==> src/rtl/truth_table_sweeper.sv <==
// -----------------------------------------------------------------------------
// truth_table_sweeper
//
// Drives all eight {in1,in2,in3} input combinations, in ascending order, into
// a 3-input combinational gate. For each row it holds the drive for SETTLE
// cycles and then samples the gate output on 3 consecutive cycles. A 2-of-3
// majority vote of those samples becomes the measured truth-table bit for
// the row. The block compares the measured table with EXPECTED.
//
// Parameters
//   SETTLE   : hold cycles per row before sampling (legal range 1..255)
//   EXPECTED : reference truth table; bit (7-row) holds the result for row
//              {in1,in2,in3}, so row 000 maps to bit 7
//
// Ports
//   clk            in   rising-edge clock
//   reset_n        in   synchronous active-low reset
//   start          in   begin a sweep (accepted only in IDLE or DONE)
//   abort          in   cancel a sweep in progress (returns to IDLE)
//   out            in   output of the gate under test
//   in1,in2,in3    out  registered drive to the gate (in1 = row MSB)
//   busy           out  high while sweeping
//   done           out  level, high from completion until next start/reset
//   pass           out  measured == EXPECTED, only while done is high
//   measured       out  captured truth table
//   mismatch_count out  number of rows differing from EXPECTED
//   first_fail_row out  lowest mismatching row (0 if there is none)
//   dbg_state      out  current FSM state, for observation only
//
// Handshake: start and abort are level-sampled request strobes. No
// acknowledge is returned. Accepting start is visible as busy rising, and
// completion is visible as done rising. abort has priority over start.
// -----------------------------------------------------------------------------
module truth_table_sweeper #(
   parameter int unsigned SETTLE   = 4,
   parameter logic [7:0]  EXPECTED = 8'hED
) (
   input  logic       clk,
   input  logic       reset_n,
   input  logic       start,
   input  logic       abort,
   input  logic       out,
   output logic       in1,
   output logic       in2,
   output logic       in3,
   output logic       busy,
   output logic       done,
   output logic       pass,
   output logic [7:0] measured,
   output logic [3:0] mismatch_count,
   output logic [2:0] first_fail_row,
   output logic [1:0] dbg_state
);

   typedef enum logic [1:0] {
      IDLE   = 2'd0,
      DWELL  = 2'd1,
      SAMPLE = 2'd2,
      DONE   = 2'd3
   } state_t;

   localparam logic [7:0] SETTLE_LAST = 8'(SETTLE - 1);

   state_t     state;
   logic [2:0] row;
   logic [7:0] settle_cnt;
   logic [1:0] samp_idx;
   logic [1:0] samp;       // first two samples of the current row

   logic [2:0] bit_idx;
   logic [2:0] next_row;
   logic       vote;
   logic       miss;
   logic [7:0] meas_upd;

   // The third sample is taken straight from 'out' on the edge that ends the
   // sample window. This makes the vote available on that same edge.
   always_comb begin
      bit_idx  = 3'd7 - row;
      next_row = row + 3'd1;
      vote     = (samp[0] & samp[1]) | (samp[0] & out) | (samp[1] & out);
      miss     = (vote != EXPECTED[bit_idx]);
      meas_upd = measured;
      meas_upd[bit_idx] = vote;
   end

   assign dbg_state = state;

   always_ff @(posedge clk) begin
      if (!reset_n) begin
         state          <= IDLE;
         row            <= 3'd0;
         settle_cnt     <= 8'd0;
         samp_idx       <= 2'd0;
         samp           <= 2'b00;
         {in1, in2, in3} <= 3'b000;
         busy           <= 1'b0;
         done           <= 1'b0;
         pass           <= 1'b0;
         measured       <= 8'd0;
         mismatch_count <= 4'd0;
         first_fail_row <= 3'd0;
      end else begin
         case (state)
            IDLE, DONE: begin
               if (start) begin
                  state          <= DWELL;
                  row            <= 3'd0;
                  settle_cnt     <= 8'd0;
                  samp_idx       <= 2'd0;
                  {in1, in2, in3} <= 3'b000;
                  busy           <= 1'b1;
                  done           <= 1'b0;
                  pass           <= 1'b0;
                  measured       <= 8'd0;
                  mismatch_count <= 4'd0;
                  first_fail_row <= 3'd0;
               end
            end

            DWELL: begin
               if (abort) begin
                  state          <= IDLE;
                  settle_cnt     <= 8'd0;
                  {in1, in2, in3} <= 3'b000;
                  busy           <= 1'b0;
                  done           <= 1'b0;
                  pass           <= 1'b0;
               end else if (settle_cnt == SETTLE_LAST) begin
                  state      <= SAMPLE;
                  settle_cnt <= 8'd0;
                  samp_idx   <= 2'd0;
               end else begin
                  settle_cnt <= settle_cnt + 8'd1;
               end
            end

            SAMPLE: begin
               if (abort) begin
                  state          <= IDLE;
                  samp_idx       <= 2'd0;
                  {in1, in2, in3} <= 3'b000;
                  busy           <= 1'b0;
                  done           <= 1'b0;
                  pass           <= 1'b0;
               end else if (samp_idx != 2'd2) begin
                  samp[samp_idx[0]] <= out;
                  samp_idx          <= samp_idx + 2'd1;
               end else begin
                  // End of the row: commit the vote and advance to the next row.
                  measured <= meas_upd;
                  samp_idx <= 2'd0;
                  if (miss) begin
                     mismatch_count <= mismatch_count + 4'd1;
                     if (mismatch_count == 4'd0)
                        first_fail_row <= row;
                  end
                  if (row != 3'd7) begin
                     row            <= next_row;
                     {in1, in2, in3} <= next_row;
                     state          <= DWELL;
                  end else begin
                     // The drive stays at 111 while the block is in DONE.
                     state <= DONE;
                     busy  <= 1'b0;
                     done  <= 1'b1;
                     pass  <= (meas_upd == EXPECTED);
                  end
               end
            end

            default: state <= IDLE;
         endcase
      end
   end

endmodule

==> config.mk <==
export PLATFORM = sky130hd
export DESIGN_NAME = truth_table_sweeper
export DESIGN_NICKNAME = d
export VERILOG_FILES = /design/src/rtl/truth_table_sweeper.sv
export SDC_FILE = /design/constraint.sdc
export NUM_CORES = 1
export LEC_CHECK = 0
export CAP_MARGIN = 20
export CORE_MARGIN = 1.5
export CORE_UTILIZATION = 45
export CTS_CLUSTER_SIZE = 8
export DETAILED_ROUTE_END_ITERATION = 16
export GPL_ROUTABILITY_DRIVEN = 0
export PLACE_DENSITY = 0.75
export SYNTH_ARGS = -nofsm -noshare
export SYNTH_HDL_FRONTEND = slang
export SYNTH_SLANG_ARGS = --single-unit
==> constraint.sdc <==
create_clock -name clk -period 3.85 [get_ports clk]
set_input_delay 0.9625 -clock clk [delete_from_list [all_inputs] [get_ports clk]]
set_output_delay 0.9625 -clock clk [all_outputs]
set_load 0.01 [all_outputs]
# [Word level (Yosys, flattened, before mapping)]
# Memories as Yosys holds them, arrays and structs flattened.
# Index checks and enable logic that the tools add are counted.
# W data, S select, Z words.
[totals] register_bits=38 rom_bits=8 out_inout_bits=23 wordCells=137 mem_count=1
[classes] add_sub_neg=5 magnitude_cmp=4 n_eq_ne=21 muxes=69 n_bitwise=6 n_reduce_logical=17
[mem_list] memory="(name not given)" depth=8 width=1 read_ports=1 rd_clocked_by_memory_dff=0 write_ports=0 line_no="82" rtl="miss = (vote != EXPECTED[bit_idx]);"
[op_table] cell="$mux W8" n=5
[op_table] cell="$pmux W8 S2" n=2
[op_table] cell="$mux W1" n=24
[op_table] cell="$mux W3" n=8
[op_table] cell="$mux W2" n=11
[op_table] cell="$ne A2 B2 Y1 const B" n=10
[op_table] cell="$pmux W1 S3" n=6
[op_table] cell="$mux W4" n=4
[op_table] cell="$ne A3 B3 Y1 const B" n=5
[op_table] cell="$pmux W2 S3" n=2
[op_table] cell="$pmux W3 S2" n=2
[op_table] cell="$reduce_and A4 Y1" n=3
[op_table] cell="$reduce_and A5 Y1" n=2
[op_table] cell="$reduce_and A3 Y1" n=3
[op_table] cell="$add A8 B1 Y8 const B" n=1
[op_table] cell="$bwmux W8" n=1
[op_table] cell="$eq A8 B2 Y1 const B" n=1
[op_table] cell="$eq A8 B8 Y1 const B" n=1
[op_table] cell="$pmux W4 S2" n=1
[op_table] cell="$reduce_and A6 Y1" n=1
[op_table] cell="$add A4 B1 Y4 const B" n=1
[op_table] cell="$eq A2 B2 Y1 const B" n=2
[op_table] cell="$logic_not A4 Y1" n=1
[op_table] cell="$lt A3 B4 Y1 const B" n=1
[op_table] cell="other kinds (19)" n=24

# [Depth between registers and ports, before layout]
# Gate-level depths: netlist (run 1).
[logic_depth] depth_word=11 ltp_mapped=9 ltp_nobuf=7

# [Worst setup path after synthesis (run 1)]
# OpenSTA, ideal clock, no wires.
[synth_timing] kind="input to register" startpoint="input out" endpoint="register first_fail_row[0]" t_arrival_ns=2.249 required_time_ns=3.730 slack_ns=1.480 path_stages=5 cell_sequence="maj3_1 > xnor2_1 > nor4b_4 > a2bb2oi_1 > a21oi_1"
[synth_via] elab_chain_len=6 word_cells_on_any_way=7 classes_between="2 x eq/ne; 4 x bitwise; 1 x reduce/logical"
[synth_rtl] element="start: declaration" line_no="42" rtl="input logic out,"
[synth_rtl] element="$and A1 B1 Y1" line_no="81" rtl="vote = (samp[0] & samp[1]) | (samp[0] & out) | (samp[1] & out);"
[synth_rtl] element="$or A1 B1 Y1" line_no="81"
[synth_rtl] element="$or A1 B1 Y1 (*)" line_no="81"
[synth_rtl] element="$ne A1 B1 Y1 (*)" line_no="82"
[synth_rtl] element="$ne A2 B2 Y1 (no source line) (*)"
[synth_rtl] element="$reduce_and A6 Y1 (no source line) (*)"
[synth_rtl] element="end signal: assignment" line_no="156" rtl="first_fail_row <= row;"
[synth_rtl] element="end: declaration" line_no="51" rtl="output logic [2:0] first_fail_row,"
# Mark *: on every way between the ends. The rest lies on a longest branch, timed or not.
# A chain may end at the register's enable or synchronous reset.

# [Worst setup path after layout (run 1)]
# Same ends and word-level chain as after synthesis.

==> results.json, run 1 <==
{
  "grt_pass1_vias": 1747,
  "wl_mm": 4.49,
  "first_pass_iters": 10,
  "drc_errors": 2,
  "drt-vias-per-instance": 5.65,
  "hold_buffers": 0,
  "worstSetupEndpointType": "register",
  "hold_path_class": "reg -> reg",
  "p_switching_mw": 0.196,
  "start_util": 0.476,
  "dp_slack_ns": 0.848,
  "worstPathCellList": "clkdlybuf4s50_1 > maj3_1 > xnor2_1 > nor4b_4 > nand4_1 > a21oi_1",
  "overflow": 0,
  "internal_power_mw": 0.579,
  "powerDensity_nw_per_um2": 309,
  "fmax_mhz": 372,
  "clock_latency_ns": 0.29,
  "core.rowCount": 24,
  "power_mw": 0.774,
  "ff_latch_area_um2": 761,
  "insertedDiodeCount": 0,
  "cts_setup_buffers": 0,
  "netSwitchingFraction": 0.253,
  "die_h_um": 71.6,
  "tns_ns": 0,
  "rsz0062_at_grt": "no",
  "synth_area_per_cell_um2": 8.33,
  "cts_tree": "done",
  "grt_usage": 0.191,
  "status": "finished, violations left",
  "crit_family": "simple AND/OR/NAND/NOR gates",
  "fin_skew_ns": 0.00613,
  "cp_slowest_stage_delay_ns": 0.49,
  "violations": "DRC",
  "cts.sinks": 38,
  "cp-start-kind": "input port",
  "cts-root-to-sink-buffers": 2,
  "final_common_cell": "dfxtp_1",
  "required_ns": 4.07,
  "port_buffers": 27,
  "min_period_ns": 2.69,
  "synth-seq-cells": 38,
  "yosysSeqAreaShare": 0.360,
  "ios": 28,
  "synth_nets": 268,
  "p_comb_frac": 0.116,
  "cp.arrival_ns": 2.91,
  "drv_cap": 0,
  "clkPwrFrac": 0.363,
  "htreeDepth": 2,
  "cts_buffers": 5,
  "holdWs_ns": 0.472,
  "postRouteAntennaNets": 0,
  "most-common-layout-cells": "38 x dfxtp_1, 28 x nand2_1, 27 x clkdlybuf4s50_1",
  "crit_path_top_delay_cell": "maj3_1",
  "ctsResizeCount": 0,
  "fin_ws_ns": 1.16,
  "final_hold_viol_count": 0,
  "synthDistinctLibCells": 50,
  "hpwl_mm": 3.13,
  "nFillCells": 442,
  "cts-root-buf": "clkbuf_8",
  "worst-path-buf-inv": 1,
  "nNetsFinal": 291,
  "peakVddDrop_mv": 0.196,
  "grt_max_degree": 26,
  "vias": 1864,
  "grt_pass1_wl_mm": 7.82,
  "mappedNetlistArea_um2": 2120,
  "synth_cells": 254,
  "multi_input_area_um2": 1280,
  "worstMarginPinSlew_ns": 0.784,
  "drt_iter0_drc": 88,
  "coreArea_um2": 4440,
  "cp_max_fo": 8,
  "wl_per_cell_um": 13.6,
  "antenna_found_initial": 0,
  "synthArstFlopShare": 0,
  "die_w_um": 71.6,
  "syn_to_final_growth_pct": 18.6,
  "cts.clk_slew.worst_paths_ns": 0.07,
  "maxSlewViolCount": 0,
  "timing.final.crit_share": 0.699,
  "worstSetupPathType": "in -> reg",
  "leakagePower_nw": 0.886,
  "maxSlewHeadroom": 0.478,
  "ys_warn_count": 0,
  "drive_above_1_share": 0.0576,
  "finalSetupViolCount": 0,
  "seq_power_share": 0.521,
  "synth_top_flop_cell": "dfxtp_1",
  "die_area_um2": 5120,
  "synth_edf_count": 0
}
==> per-layer routing <==
metal	wire [um]	GRT usage	vias to the layer above
li1	-	-	957
met1	2320	0.255	875
met2	1940	0.290	27
met3	158	0.0492	5
met4	68	0.0881	0
met5	0	0	-
==> worst paths after layout <==
path | start | endpoint | slack (ns) | depth (start not counted)
min reg2reg | in2$_SDFFE_PN0P_ | in2$_SDFFE_PN0P_ | 0.47 | 2
min | in2$_SDFFE_PN0P_ | in2$_SDFFE_PN0P_ | 0.47 | 2
max reg2reg | dbg_state[0]$_SDFFE_PN0P_ | measured[6]$_SDFFE_PN0P_ | 1.41 | 7
max | out | first_fail_row[0]$_SDFFE_PN0P_ | 1.16 | 6
==> power groups by stage <==
| stage | Clock (mW) | Sequential, mW | Combinational (mW) |
|---|---|---|---|
| floorplan | 0 | 0.412 | 0.0602 |
| global placement | 0 | 0.412 | 0.0894 |
| detailed placement | 0 | 0.412 | 0.0894 |
| CTS | 0.290 | 0.403 | 0.0901 |
| global route | 0.308 | 0.404 | 0.100 |
| finish | 0.281 | 0.403 | 0.0902 |
==> worst reg2reg max path, stage by stage (launching register included) <==
cell      delay, ns
dfxtp_1        0.33
inv_1          0.08
ha_1           0.67
and4bb_2       0.38
o21a_1         0.38
nand3_1        0.19
nor3_1         0.25
o21a_1         0.13
==> cell type report <==
class / instances / area share
timing repair buffer: 29 / 0.114
clock inverter: 1 / 0.00200
clock buffer: 7 / 0.0344
multi-input combinational: 195 / 0.509
tap: 52 / 0.0259
sequential: 38 / 0.303
inverter: 8 / 0.0120
==> per-stage QoR <==
stage	utilization	instances	cell area (um2)
after floorplan	-	254	2120
after global placement	0.544	322	2420
after detailed placement	0.544	322	2420
after CTS	0.564	330	2510
after global routing	0.564	330	2510
final	0.564	330	2510
==> sequential cells by signal (all words and copies together), names as in the netlist, 2 cells and up <==
name / cells
measured: 8
settle_cnt: 8
mismatch_count: 4
first_fail_row: 3
row: 3
dbg_state: 2
samp: 2
samp_idx: 2
==> cells by family after synthesis <==
| kind of cell | Yosys count | synth area share |
|---|---|---|
| and+or+nand+nor | 106 | 0.270 |
| AOI/OAI and AO/OA | 61 | 0.195 |
| DFF | 38 | 0.360 |
| buffers and inverters | 21 | 0.0373 |
| xor gates and xnor gates | 10 | 0.0414 |
| adders and majority gates | 10 | 0.0580 |
| muxes | 8 | 0.0390 |
==> synthesized netlist by cell type, types with 3 or more instances <==
master	number	share of area
dfxtp_1	38	0.36
nand2_1	28	0.050
nor2_1	20	0.035
nor2b_1	14	0.041
a21oi_1	13	0.031
o21ai_0	12	0.028
clkbuf_1	11	0.020
ha_1	9	0.053
inv_1	7	0.012
nand3_1	7	0.017
nand4_1	7	0.021
a21boi_0	6	0.021
mux2i_1	6	0.028
nand2b_1	6	0.018
nor3_1	6	0.014
xor2_1	6	0.025
a22oi_1	4	0.014
a2bb2oi_1	4	0.017
or3_1	4	0.012
xnor2_1	4	0.017
o21a_1	3	0.011
No activity file was read; power rests on OpenSTA's default activity.
==> inputs of run 2 (changes only) <==
--- a/config.mk
+++ b/config.mk
@@ -11,7 +11,7 @@
 export CTS_CLUSTER_SIZE = 8
 export DETAILED_ROUTE_END_ITERATION = 16
 export GPL_ROUTABILITY_DRIVEN = 0
-export PLACE_DENSITY = 0.75
+export PLACE_DENSITY = 0.78
 export SYNTH_ARGS = -nofsm -noshare
 export SYNTH_HDL_FRONTEND = slang
 export SYNTH_SLANG_ARGS = --single-unit
==> constraint.sdc (replaced) <==
create_clock -name clk -period 2.47 [get_ports clk]
set_input_delay 0.6175 -clock clk [delete_from_list [all_inputs] [get_ports clk]]
set_output_delay 0.6175 -clock clk [all_outputs]
set_load 0.01 [all_outputs]
==> results.json, run 2 (synthesized netlist as in run 1, its figures left out) <==
{
  "status": "finished, final reports clean",
  "drv_cap": 0,
  "nFillCells": 398,
  "worstSetupPathType": "in -> reg",
  "nNetsFinal": 299,
  "dp_cells": 330,
  "peakVddDrop_mv": 0.309,
  "clock_latency_ns": 0.28,
  "grt_usage": 0.191,
  "grt_pass1_vias": 1760,
  "worstMarginPinSlew_ns": 0.443,
  "die_h_um": 71.6,
  "final-instance-count-excl-fill": 337,
  "cts_setup_buffers": 0,
  "hold_path_class": "reg -> reg",
  "required_ns": 2.65,
  "cp.arrival_ns": 2.40,
  "cts.clk_slew.worst_paths_ns": 0.07,
  "worstSetupEndpointType": "register",
  "drive_above_1_share": 0.0772,
  "worst_r2r_path_depth": 6,
  "hp-start": "in2$_SDFFE_PN0P_",
  "leakagePower_nw": 0.917,
  "ios": 28,
  "fin_util": 0.575,
  "fmax_mhz": 449,
  "first_pass_iters": 6,
  "reg.largest.list": "measured x8, settle_cnt x8, mismatch_count x4",
  "reg2reg_from": "settle_cnt[0]$_SDFFE_PN0P_",
  "port_buffers": 27,
  "final_common_cell": "dfxtp_1",
  "syn_to_final_growth_pct": 20.7,
  "maxSlewHeadroom": 0.703,
  "cts_tree": "done",
  "wl_per_cell_um": 13.8,
  "cts-root-buf": "clkbuf_8",
  "hpwl_mm": 3.40,
  "drt_iter0_drc": 127,
  "cts-root-to-sink-buffers": 2,
  "core.rowCount": 24,
  "powerDensity_nw_per_um2": 460,
  "die_w_um": 71.6,
  "wl_mm": 4.66,
  "start_util": 0.476,
  "vias": 1926,
  "coreArea_um2": 4440,
  "worstSetupStartpoint": "out",
  "grt_max_degree": 20,
  "endpoint": "first_fail_row[0]$_SDFFE_PN0P_",
  "most-common-layout-cells": "38 x dfxtp_1, 28 x nand2_1, 27 x clkdlybuf4s50_1",
  "timing.rr.end": "samp_idx[1]$_SDFFE_PN0P_",
  "ctsResizeCount": 0,
  "min_period_ns": 2.23,
  "cp-start-kind": "input port",
  "die_area_um2": 5120,
  "cp_max_fo": 6,
  "fin_skew_ns": 0.00379,
  "antenna_found_initial": 0,
  "timing.final.crit_share": 0.902,
  "rsz0062_at_grt": "no",
  "drc_errors": 0,
  "postRouteAntennaNets": 0,
  "overflow": 0,
  "grt_pass1_wl_mm": 7.88,
  "htreeDepth": 2,
  "reg2reg_setup_slack_ns": 0.49,
  "cts.sinks": 38,
  "insertedDiodeCount": 0,
  "final_hold_viol_count": 0,
  "finalSetupViolCount": 0,
  "maxSlewViolCount": 0,
  "cts_buffers": 5,
  "hold_buffers": 0,
  "drt-vias-per-instance": 5.72
}
run 2: stage by stage:
step	TNS (ns)	hold WS [ns]	worst slack [ns]	instance area, um2	power (mW)
2_1_floorplan	0	0.461	0.271	2120	0.737
3_3_place_gp	0	0.463	0.0102	2480	0.788
3_5_place_dp	-0.123	0.460	-0.0453	2480	0.791
4_1_cts	0	0.478	0.261	2550	1.19
5_1_grt	0	0.494	0.109	2550	1.23
6_report	0	0.471	0.241	2550	1.17
run 2: where the power goes:
part	internal (mW)	switching [mW]	total [mW]	leakage (nW)
Sequential	0.621	0.00787	0.628	0.307
Clock	0.194	0.203	0.397	0.0383
Combinational	0.0614	0.0873	0.149	0.572
Total	0.876	0.298	1.17	0.917
run 2: how the worst min path moves through the flow:
stage                                    end  slack (ns)  depth (start not counted)
floorplan           samp_idx[1]$_SDFFE_PN0P_        0.46                          2
global placement            in2$_SDFFE_PN0P_        0.46                          2
detailed placement          in2$_SDFFE_PN0P_        0.46                          2
CTS                         in2$_SDFFE_PN0P_        0.48                          2
global route                in2$_SDFFE_PN0P_        0.49                          2
finish                      in2$_SDFFE_PN0P_        0.47                          2
run 2: routing by layer:
layer,global-route usage,vias to the layer above,wire (um)
met5,0,-,0
met4,0.0734,0,49
met3,0.0338,6,160
met2,0.302,43,2080
met1,0.261,906,2370
li1,-,971,-
run 2: cell type report:
| class | count | area, um2 | area share |
|---|---|---|---|
| timing repair buffer | 37 | 345 | 0.135 |
| sequential | 38 | 761 | 0.298 |
| inverter | 8 | 30.0 | 0.0118 |
| tap | 52 | 65.1 | 0.0255 |
| multi-input combinational | 195 | 1280 | 0.500 |
| clock buffer | 7 | 76.3 | 0.0299 |
run 2: worst max-delay path, cell delays in order:
cell	delay (ns)
clkdlybuf4s50_1	0.45
maj3_1	0.40
xnor2_1	0.23
nor4b_4	0.42
a2bb2oi_1	0.21
a21oi_1	0.07
==> variant, RTL diff (settings of run 2) <==
Register the inputs `start`, `abort` and `out` before use, cleared by the reset. The logic sees them one clock later. Comments in the files are not updated.
--- a/src/rtl/truth_table_sweeper.sv
+++ b/src/rtl/truth_table_sweeper.sv
@@ -61,6 +61,22 @@
 
    localparam logic [7:0] SETTLE_LAST = 8'(SETTLE - 1);
 
+   logic start_q;
+   logic abort_q;
+   logic out_q;
+
+   always_ff @(posedge clk) begin
+      if (!reset_n) begin
+         start_q <= '0;
+         abort_q <= '0;
+         out_q   <= '0;
+      end else begin
+         start_q <= start;
+         abort_q <= abort;
+         out_q   <= out;
+      end
+   end
+
    state_t     state;
    logic [2:0] row;
    logic [7:0] settle_cnt;
@@ -78,7 +94,7 @@
    always_comb begin
       bit_idx  = 3'd7 - row;
       next_row = row + 3'd1;
-      vote     = (samp[0] & samp[1]) | (samp[0] & out) | (samp[1] & out);
+      vote     = (samp[0] & samp[1]) | (samp[0] & out_q) | (samp[1] & out_q);
       miss     = (vote != EXPECTED[bit_idx]);
       meas_upd = measured;
       meas_upd[bit_idx] = vote;
@@ -103,7 +119,7 @@
       end else begin
          case (state)
             IDLE, DONE: begin
-               if (start) begin
+               if (start_q) begin
                   state          <= DWELL;
                   row            <= 3'd0;
                   settle_cnt     <= 8'd0;
@@ -119,7 +135,7 @@
             end
 
             DWELL: begin
-               if (abort) begin
+               if (abort_q) begin
                   state          <= IDLE;
                   settle_cnt     <= 8'd0;
                   {in1, in2, in3} <= 3'b000;
@@ -136,7 +152,7 @@
             end
 
             SAMPLE: begin
-               if (abort) begin
+               if (abort_q) begin
                   state          <= IDLE;
                   samp_idx       <= 2'd0;
                   {in1, in2, in3} <= 3'b000;
@@ -144,7 +160,7 @@
                   done           <= 1'b0;
                   pass           <= 1'b0;
                end else if (samp_idx != 2'd2) begin
-                  samp[samp_idx[0]] <= out;
+                  samp[samp_idx[0]] <= out_q;
                   samp_idx          <= samp_idx + 2'd1;
                end else begin
                   // End of the row: commit the vote and advance to the next row.
Behaviour: not the same (a bounded check fails within 4 cycles, from zero or initial values and one cycle with reset_n low).
==> variant against run 2 <==
  * Global-route usage increased by 0.88 points
  * Via count increased by 6.1%
  * Register-to-register slack lost 180 ps
  * Clock skew is 7.4 ps higher
  * Wire length is 10% higher
  * Sequential cell count grew 3
  * Area after synthesis increased by 8.9%
  * Power is 17% higher
  * Final area up 6.0%
  * First-iteration DRC count grew 20%
  * Worst setup slack improved by 65 ps
  * Combinational power is 68% higher
  * Critical path type is now reg -> reg
  * Critical endpoint is now dbg_state[1]
  * Largest cell class unchanged
==> variant: results <==
[run_status]
status = "complete, no violations"

[detailed_routing]
vias = 2043
routed_wl_um = 5150
first_pass_iters = 5
drtIter0Drc = 153
wl_per_cell_um = 14.1

[timing]
skew_ps = 11.1
tightest_slew_ps = 508

[setup_path]
critPathMaxFanout = 13
reg2reg_slack_ps = 310
crit_type = "reg -> reg"
slowest_stage = "or4_1"
r2r_cells = 6
crit_family = "simple AND/OR/NAND/NOR gates"
reg2reg_to = "dbg_state[1]"
cp_data_arrival_time_ps = 2370
crit_path_max_incr_delay_ps = 420
startpoint = "dbg_state[0]"

[global_route]
groute.usage.overall = 0.200
grt_pass1_wl_um = 8540
grt_max_degree = 16
grt_pass1_vias = 1869

[logic_synthesis]
yosys-top-cells-area = "dfxtp_1, ha_1, nor2_1, o21ai_0, mux2i_1"
syn_area_per_cell_sq_um = 8.47
synthFlopType = "dfxtp_1"
synthTopCellsByCount = "dfxtp_1, nor2_1, nand2_1"
async_flop_share = 0
seq_area_frac_synth = 0.356
syn_nets = 287
ys_warn_count = 0
synth_cell_types = 60

[clock_tree]
clkSlewWorstSetupHoldPaths_ps = 70
htreeDepth = 2

[cells_and_area]
diodes = 0
nets = 313
drive_gt1_frac = 0.0839

[placement]
hpwl_um = 3690
port_buffers = 27
dp_cells = 358

[min_path]
holdCritPathClass = "reg -> reg"
hold_path_startpoint = "in3"

[power]
irDropWorstVdd_mv = 0.285
power.leakage_nw = 0.941
p_sw_frac = 0.282
## variant: cell type report
class,instances,area [sq um]
clock buffer,7,86.3
fill,483,2110
timing repair buffer,32,308
inverter,13,48.8
multi-input combinational,205,1360
tap,67,83.8
sequential,41,821
## variant: kinds of logic (layout without fill, tap and decap cells)
logic type / Yosys count / count (layout) / synth area share
xor+xnor: 5 / 5 / 0.0190
simple gates: 102 / 102 / 0.249
mux: 8 / 8 / 0.0348
flops: 41 / 41 / 0.356
compound gates: 79 / 79 / 0.229
buf+inv: 26 / 52 / 0.0532
fa+ha+maj: 11 / 11 / 0.0592
## variant: power groups by stage
stage	clock [W]	sequential (W)	combinational, W
after CTS	0.000444	0.000689	0.000248
after detailed placement	0	0.000705	0.000245
final	0.000437	0.000690	0.000251
after floorplan	0	0.000703	0.000197
after global placement	0	0.000704	0.000243
after global routing	0.000471	0.000692	0.000276
## variant: worst min path at each step
stage | cells after the start | slack, ps | end
after detailed placement | 2 | 450 | in3
after CTS | 2 | 460 | in3
final | 2 | 460 | in3
after global placement | 2 | 450 | in2
after floorplan | 2 | 470 | samp[0]
after global routing | 2 | 470 | in3
## variant: worst min-delay path: cells and delay by family, from the launching register on
family / cells / cell delay (ps)
compound gates: 1 / 50
flops: 1 / 310
simple gates: 1 / 50
## variant: per-layer routing
metal  global-route usage  vias up  wire length [um]  part of all wire
li1                     -     1031                 -                 -
met1                0.271      956              2490              0.48
met2                0.322       52              2330              0.45
met3               0.0420        4               289             0.056
met4               0.0545        0                37            0.0072
met5                    0        -                 0                 0
## variant: stage by stage
| stage | util | power [W] | setup slack (ps) | area (sq um) |
|---|---|---|---|---|
| after detailed placement | 0.544 | 0.000950 | 338 | 2620 |
| after CTS | 0.562 | 0.00138 | 313 | 2710 |
| after floorplan | - | 0.000900 | 436 | 2300 |
| after global routing | 0.562 | 0.00144 | 196 | 2710 |
| final | 0.562 | 0.00138 | 306 | 2710 |
| after global placement | 0.544 | 0.000947 | 381 | 2620 |
